**src/rtl/netwalk_tcam_program_ctrl.sv**
```systemverilog
// rtl/netwalk_tcam_program_ctrl.sv - TCAM entry program/delete sequencer with per-entry valid bitmap
// Commands run IDLE -> SETUP -> WRITE (held) -> DONE; an out-of-range unit skips straight to DONE with an error.
module netwalk_tcam_program_ctrl #(
  parameter int DPL_MATCH_FIELD_WIDTH = 356,
  parameter int TCAM_ADDR_WIDTH       = 6,
  parameter int TCAM_UNIT_SEL_WIDTH   = 2,
  parameter int NUM_TCAM_UNITS        = 4,
  parameter int PROGRAM_HOLD_CYCLES   = 2
) (
  input  logic                                           clk,
  input  logic                                           reset,
  input  logic                                           cmd_valid,
  output logic                                           cmd_ready,
  input  logic                                           cmd_op,
  input  logic [TCAM_UNIT_SEL_WIDTH+TCAM_ADDR_WIDTH-1:0] cmd_addr,
  input  logic [DPL_MATCH_FIELD_WIDTH-1:0]               cmd_data,
  input  logic [DPL_MATCH_FIELD_WIDTH-1:0]               cmd_mask,
  output logic [DPL_MATCH_FIELD_WIDTH-1:0]               tcam_program_data,
  output logic [DPL_MATCH_FIELD_WIDTH-1:0]               tcam_program_mask,
  output logic [TCAM_ADDR_WIDTH-1:0]                     tcam_program_addr,
  output logic [NUM_TCAM_UNITS-1:0]                      tcam_unit_sel,
  output logic                                           tcam_program_enable,
  output logic                                           tcam_delete_enable,
  output logic                                           cmd_done,
  output logic                                           cmd_err,
  output logic [TCAM_UNIT_SEL_WIDTH+TCAM_ADDR_WIDTH:0]   entry_count
);

  localparam int FAW         = TCAM_UNIT_SEL_WIDTH + TCAM_ADDR_WIDTH;
  localparam int NUM_ENTRIES = NUM_TCAM_UNITS << TCAM_ADDR_WIDTH;
  localparam int CNT_W       = FAW + 1;
  localparam int HOLD_W      = $clog2(PROGRAM_HOLD_CYCLES + 1);

  typedef enum logic [1:0] {S_IDLE, S_SETUP, S_WRITE, S_DONE} state_e;

  state_e                           state_q, state_d;
  logic [HOLD_W-1:0]                hold_q, hold_d;
  logic                             op_q, op_d;
  logic [FAW-1:0]                   addr_q, addr_d;
  logic [DPL_MATCH_FIELD_WIDTH-1:0] data_q, data_d, mask_q, mask_d;
  logic [NUM_ENTRIES-1:0]           valid_q, valid_d;
  logic [CNT_W-1:0]                 count_q, count_d;

  logic                             ready_q, ready_d;
  logic [DPL_MATCH_FIELD_WIDTH-1:0] pdata_q, pdata_d, pmask_q, pmask_d;
  logic [TCAM_ADDR_WIDTH-1:0]       paddr_q, paddr_d;
  logic [NUM_TCAM_UNITS-1:0]        sel_q, sel_d;
  logic                             pen_q, pen_d, den_q, den_d;
  logic                             done_q, done_d, err_q, err_d;
  logic                             unit_ok;

  // A fully populated unit space makes every index legal.
  if (NUM_TCAM_UNITS >= (1 << TCAM_UNIT_SEL_WIDTH)) begin : g_all_units
    assign unit_ok = 1'b1;
  end else begin : g_partial_units
    assign unit_ok = cmd_addr[FAW-1:TCAM_ADDR_WIDTH] < TCAM_UNIT_SEL_WIDTH'(NUM_TCAM_UNITS);
  end

  always_comb begin
    state_d = state_q;
    hold_d  = hold_q;
    op_d    = op_q;
    addr_d  = addr_q;
    data_d  = data_q;
    mask_d  = mask_q;
    valid_d = valid_q;
    count_d = count_q;
    err_d   = 1'b0;

    case (state_q)
      S_IDLE: begin
        if (cmd_valid && ready_q) begin
          op_d   = cmd_op;
          addr_d = cmd_addr;
          data_d = cmd_data;
          mask_d = cmd_mask;
          if (unit_ok) begin
            state_d = S_SETUP;
          end else begin
            state_d = S_DONE;
            err_d   = 1'b1;
          end
        end
      end
      S_SETUP: begin
        state_d = S_WRITE;
        hold_d  = '0;
      end
      S_WRITE: begin
        if (hold_q == HOLD_W'(PROGRAM_HOLD_CYCLES - 1)) begin
          state_d = S_DONE;
          // Bookkeeping lands on the DONE edge so an aborted write never counts.
          if (op_q) begin
            if (valid_q[addr_q]) begin
              valid_d[addr_q] = 1'b0;
              count_d         = count_q - CNT_W'(1);
            end else begin
              err_d = 1'b1;
            end
          end else if (!valid_q[addr_q]) begin
            valid_d[addr_q] = 1'b1;
            count_d         = count_q + CNT_W'(1);
          end
        end else begin
          hold_d = hold_q + HOLD_W'(1);
        end
      end
      S_DONE:  state_d = S_IDLE;
      default: state_d = S_IDLE;
    endcase

    ready_d = (state_d == S_IDLE);
    done_d  = (state_d == S_DONE);
    pen_d   = (state_d == S_WRITE);
    den_d   = (state_d == S_WRITE) && op_d;
    sel_d   = '0;
    paddr_d = '0;
    pdata_d = '0;
    pmask_d = '0;
    if (state_d == S_SETUP || state_d == S_WRITE) begin
      paddr_d = addr_d[TCAM_ADDR_WIDTH-1:0];
      for (int i = 0; i < NUM_TCAM_UNITS; i++) begin
        sel_d[i] = (addr_d[FAW-1:TCAM_ADDR_WIDTH] == TCAM_UNIT_SEL_WIDTH'(i));
      end
      if (!op_d) begin
        pdata_d = data_d;
        pmask_d = mask_d;
      end
    end
  end

  always_ff @(posedge clk or posedge reset) begin
    if (reset) begin
      state_q <= S_IDLE;
      hold_q  <= '0;
      op_q    <= 1'b0;
      addr_q  <= '0;
      data_q  <= '0;
      mask_q  <= '0;
      valid_q <= '0;
      count_q <= '0;
      ready_q <= 1'b0;
      pdata_q <= '0;
      pmask_q <= '0;
      paddr_q <= '0;
      sel_q   <= '0;
      pen_q   <= 1'b0;
      den_q   <= 1'b0;
      done_q  <= 1'b0;
      err_q   <= 1'b0;
    end else begin
      state_q <= state_d;
      hold_q  <= hold_d;
      op_q    <= op_d;
      addr_q  <= addr_d;
      data_q  <= data_d;
      mask_q  <= mask_d;
      valid_q <= valid_d;
      count_q <= count_d;
      ready_q <= ready_d;
      pdata_q <= pdata_d;
      pmask_q <= pmask_d;
      paddr_q <= paddr_d;
      sel_q   <= sel_d;
      pen_q   <= pen_d;
      den_q   <= den_d;
      done_q  <= done_d;
      err_q   <= err_d;
    end
  end

  assign cmd_ready           = ready_q;
  assign tcam_program_data   = pdata_q;
  assign tcam_program_mask   = pmask_q;
  assign tcam_program_addr   = paddr_q;
  assign tcam_unit_sel       = sel_q;
  assign tcam_program_enable = pen_q;
  assign tcam_delete_enable  = den_q;
  assign cmd_done            = done_q;
  assign cmd_err             = err_q;
  assign entry_count         = count_q;

endmodule
```
**config.mk**
```make
export PLATFORM = sky130hd
export DESIGN_NAME = netwalk_tcam_program_ctrl
export DESIGN_NICKNAME = d
export VERILOG_FILES = /design/src/rtl/netwalk_tcam_program_ctrl.sv
export SDC_FILE = /design/constraint.sdc
export NUM_CORES = 2
export LEC_CHECK = 0
export BUFFER_PORTS_ARGS = -buffer_cell sky130_fd_sc_hd__buf_2
export CELL_PAD_IN_SITES_DETAIL_PLACEMENT = 1
export CELL_PAD_IN_SITES_GLOBAL_PLACEMENT = 1
export CORE_AREA = 3 3 566 568
export CTS_CLUSTER_DIAMETER = 60
export DETAILED_ROUTE_END_ITERATION = 7
export DIE_AREA = 0 0 569 571
export GPL_TIMING_DRIVEN = 1
export PLACE_DENSITY_LB_ADDON = 0.3
export SETUP_SLACK_MARGIN = 0.02
export SLEW_MARGIN = 15
export SYNTH_ARGS = -nofsm -noshare
export SYNTH_HDL_FRONTEND = slang
export SYNTH_SLANG_ARGS = --single-unit
```
**constraint.sdc**
```tcl
create_clock -name clk -period 65.7 [get_ports clk]
set_clock_uncertainty 0.1 [all_clocks]
set_input_delay 3.285 -clock clk [delete_from_list [all_inputs] [get_ports clk]]
set_output_delay 3.285 -clock clk [all_outputs]
set_load 0.01 [all_outputs]
```
# --- Yosys cells after proc, flatten, opt, wreduce, memory -nomap -nowiden ---
# Cells that the tools add are included.
totals:
  out_inout_bits: 736
  regBits: 1717
  wordCells: 81
classes:
  addsub: 3
  magnitude_cmp: 2
  mux: 33
  n_reduce_logical: 10
  bitwise: 3
  eq_ne: 13
op_table:
  columns: ["op", "count"]
  rows:
  - ["$mux 356", 8]
  - ["$mux 256", 3]
  - ["$and 256x256->256", 1]
  - ["$not 256->256", 1]
  - ["$or 256x256->256", 1]
  - ["$mux 9", 3]
  - ["$mux 8", 2]
  - ["$eq 2x2->1 const B", 6]
  - ["$add 9x1->9 const B", 1]
  - ["$lt 8x9->1 const B", 1]
  - ["$sub 9x1->9 const B", 1]
  - ["$bmux 1 s8", 1]
  - ["$demux 1 s8", 1]
  - ["$eq 2x1->1 const B", 4]
  - ["$ge 8x1->1 const B", 1]
  - ["$mux 1", 8]
  - ["$pmux 2 s4", 1]
  - ["$logic_not 2->1", 3]
  - ["$mux 2", 3]
  - ["$mux 6", 1]
  - ["$mux 4", 1]
  - ["$ne 2x2->1 const B", 2]
  - ["$pmux 2 s2", 1]
  - ["$reduce_and 4->1", 1]
  - ["other kinds (6)", 8]

# --- Depth between registers and ports, before layout ---
depth:
  word_depth: 8
  depth_mapped: 16

# --- Worst setup path after synthesis ---
# Ideal clock, no wire load.
synth_path:
  path_type: "in2reg"
  from: "input cmd_valid"
  to: "register pdata_q[0] (netlist: tcam_program_data[0])"
  setup_ps: 67
  cell_stages: 8
  slack_ps: 60731
  t_arrival_ps: 4803
  required_ps: 65533
  cell_sequence: "nand2_1 > a21oi_1 > o22ai_1 > ha_1 > clkbuf_1 > clkbuf_1 > clkbuf_1 > and3_1"
synth_between:
  elab_chain_len: 6
  word_cells_on_any_way: 12
  cone_classes: "eq/ne: 2; mux: 8; reduce/logical: 2"
synth_lines:
  columns: ["element", "line_no", "source"]
  rows:
  - ["start, declared", "12", "input logic cmd_valid,"]
  - ["$logic_and 1x1->1 (*)", "72", "if (cmd_valid && ready_q) begin"]
  - ["$mux 2", "72", null]
  - ["$pmux 2 s4", "70", "case (state_q)"]
  - ["$eq 2x1->1 / $eq 2x2->1 (equally long branches)", "120", "if (state_d == S_SETUP || state_d == S_WRITE) begin"]
  - ["$logic_or 1x1->1", "120", null]
  - ["$mux 356 (*)", "120", null]
  - ["net pdata_d[0]", "45", "logic [DPL_MATCH_FIELD_WIDTH-1:0] pdata_q, pdata_d, pmask_q, pmask_d;"]
  - ["end signal, assigned", "161", "pdata_q <= pdata_d;"]
  - ["end, declared", "45", null]
# Mark *: on every way through the listed nets, which the timed path passes. The rest lies on a longest branch.
# A chain may end at the register's enable or synchronous reset.

# --- Final worst setup path ---
layout_path:
  from: "input cmd_valid"
  to: "register pdata_q[96] (netlist: tcam_program_data[96])"
# Same word-level chain as after synthesis.

==> flow_summary.toml <==
[timing]
slew_headroom_pct = 25.4
holdWs_ns = 0.360
period_minus_slack_ns = 7.51
rsz0062_at_grt = "no"
hold_viol_final = 0
worst_pin_slew_ns = 1.12
finalMaxSlewViolations = 0
timing.final.crit_share_pct = 11.4
setup_slack_ns = 58.19
setup_violations = 0
tns_ns = 0
fmaxAchievable_ghz = 0.133

[critical_path]
cp.arrival_ns = 8.21
cp_max_fo = 78
cp-end-kind = "flop"
critPathLaunchType = "primary input"
startpoint = "cmd_valid"
regToRegStartpoint = "addr_q[0]"
crit_path_end = "tcam_program_data[96]"
path_class = "primary input to flop"
r2r_cells = 14
critical_path_required_ns = 66.40
rrSetupSlack_ns = 58.77

[drt]
via_count = 49600
highest_layer = "met5"
post_drt_wl_per_cell_um = 25.5
drt-met1-wl_um = 120000
wl_met3_um = 25700
drtIter0Drc = 3451
routed_wl_um = 294000
viasPerCell = 4.31
drt_pass1_iterations = 5
ant_nets = 0
wl_met2_um = 138000
drc = 0

[synth]
ys_warn_count = 0
async_flop_share_pct = 100
synth_area_um2 = 63300
ys_ff_latch = 1717
ys_types = 45
synth_ff_type = "dfrtp_1"
synth_nets = 6582
synthCells = 5841
synth_edf_count = 0
ys_seq_area_share_pct = 67.8
avgSynthCellArea_um2 = 10.8

[die]
die_area_um2 = 325000
core.rowCount = 206
num_io_pins = 1460
dieWidth_um = 569
fp.dieH_um = 571
start_util_pct = 20.1
fp.coreArea_um2 = 315000

[global_route]
grt_first_pass_wirelength_um = 411000
grt_max_degree = 198
grt_use_total_pct = 17.5
grt_pass1_vias = 52600
overflow = 0
antenna_found_initial = 224

[clock_tree]
clockBufferDepth = 4
hold_buffers = 0
cts_tree = "done"
cts_resized = 0
cts_setup_buffers = 0
ctsHtreeMaxLevel = 4
numCtsBuffers = 217
clk_pin_slew_ns = 0.06
insertion_delay_ns = 0.86
cts-root-buf = "clkbuf_16"
cts.sinks = 1717

[final_layout]
final_cells = 11500
nNetsFinal = 7868
area_delta_synth_final_pct = 30.4
postLayoutCoreUtil_pct = 26.2
drive_above_1_share_pct = 27.4
mostFrequentLayoutCells = "2,194 x nand2_1, 1,714 x dfrtp_1, 1,459 x buf_2, 715 x and3_1, 264 x o21ai_0"
final_common_cell = "nand2_1"

[place]
hpwl_um = 216000
place_congestion = 0.890
dp.cells = 11100
post-place-ws_ns = 57.18
io_buffers = 1459

[run]
max_cap_violations = 0

[outcome]
status = "finished clean"

[power]
ir_drop_mv = 0.0517
powerDensity_nw_per_um2 = 48.7
p_leak_nw = 45.2

[hold_path]
min_path_type = "flop to flop"
worstHoldStart = "mask_q[155]"
[routing by layer]
metal  GRT usage [%]  up-vias
met1            21.8    25300
met4            5.13      162
met3            6.25      571
met2            28.4     1653
met5               0        -
li1                -    21900
[cells in the mapped netlist (3+ instances only)]
cell | instances | area share (%)
buf_4 | 3 | 0.036
inv_1 | 15 | 0.089
o31a_1 | 3 | 0.041
a221oi_1 | 3 | 0.041
mux4_2 | 62 | 2.2
dfrtp_1 | 1717 | 68
nand2_1 | 2194 | 13
nor2b_1 | 8 | 0.079
and3_1 | 716 | 7.1
o21ai_0 | 264 | 2.1
o22ai_1 | 5 | 0.049
nor2_1 | 15 | 0.089
o31ai_1 | 257 | 3.0
nand3_1 | 10 | 0.079
a21oi_1 | 17 | 0.13
ha_1 | 16 | 0.32
clkbuf_1 | 436 | 2.6
a221oi_2 | 5 | 0.12
buf_2 | 3 | 0.024
a22oi_1 | 16 | 0.19
xnor2_1 | 5 | 0.069
buf_1 | 27 | 0.16
a21o_1 | 3 | 0.036
a22o_1 | 8 | 0.11
nand2b_1 | 5 | 0.049
[metrics by stage]
| stage | cell area [µm²] | power [mW] |
|---|---|---|
| 2_1_floorplan | 63300 | 2.25 |
| 3_3_place_gp | 74800 | 2.78 |
| 3_5_place_dp | 74800 | 2.81 |
| 4_1_cts | 82400 | 4.09 |
| 5_1_grt | 82500 | 4.28 |
| 6_report | 82600 | 4.02 |
[final cells by class]
class,instances,area [µm²]
fill,35900,233000
sequential,1717,43000
multi-input combinational,3637,18600
timing repair buffer,1539,8000
clock buffer,279,6060
tap,4160,5200
clock inverter,117,1540
antenna,61,153
inverter,15,63.8
[worst min-delay path by stage]
stage,to,slack [ns],cells past startpoint
after global routing,mask_q[160],0.38,2
after detailed placement,mask_q[14],0.35,2
after global placement,mask_q[275],0.35,2
after floorplan,data_q[354],0.33,2
after CTS,data_q[201],0.37,2
final,mask_q[155],0.36,2
[cell families (layout without fill, tap and decap cells)]
family / after synthesis / count (layout) / share of synthesized area (%)
AO/OA/AOI/OAI: 589 / 589 / 5.95
XOR/XNOR: 7 / 7 / 0.0968
adder cells (fa/ha/maj): 17 / 17 / 0.348
buffers and inverters: 487 / 1950 / 2.96
flip-flops: 1717 / 1717 / 67.8
multiplexers: 66 / 66 / 2.32
other: 0 / 61 / 0
AND/OR/NAND/NOR: 2958 / 2958 / 20.5
[where the power goes]
group	internal [mW]	switching, mW	total (mW)
logic	0.362	0.913	1.28
clock network	0.749	0.503	1.25
registers	1.36	0.130	1.49
total	2.47	1.55	4.02
[critical path, cell delays in order]
cell     delay (ns)
buf_2          0.13
and3_4         0.64
nor2_1         0.18
a21oi_4        0.58
buf_4          0.71
buf_4          0.77
buf_4          0.73
buf_4          0.67
and3_1         0.28
Note: power is estimated with default switching activity, not from simulation.
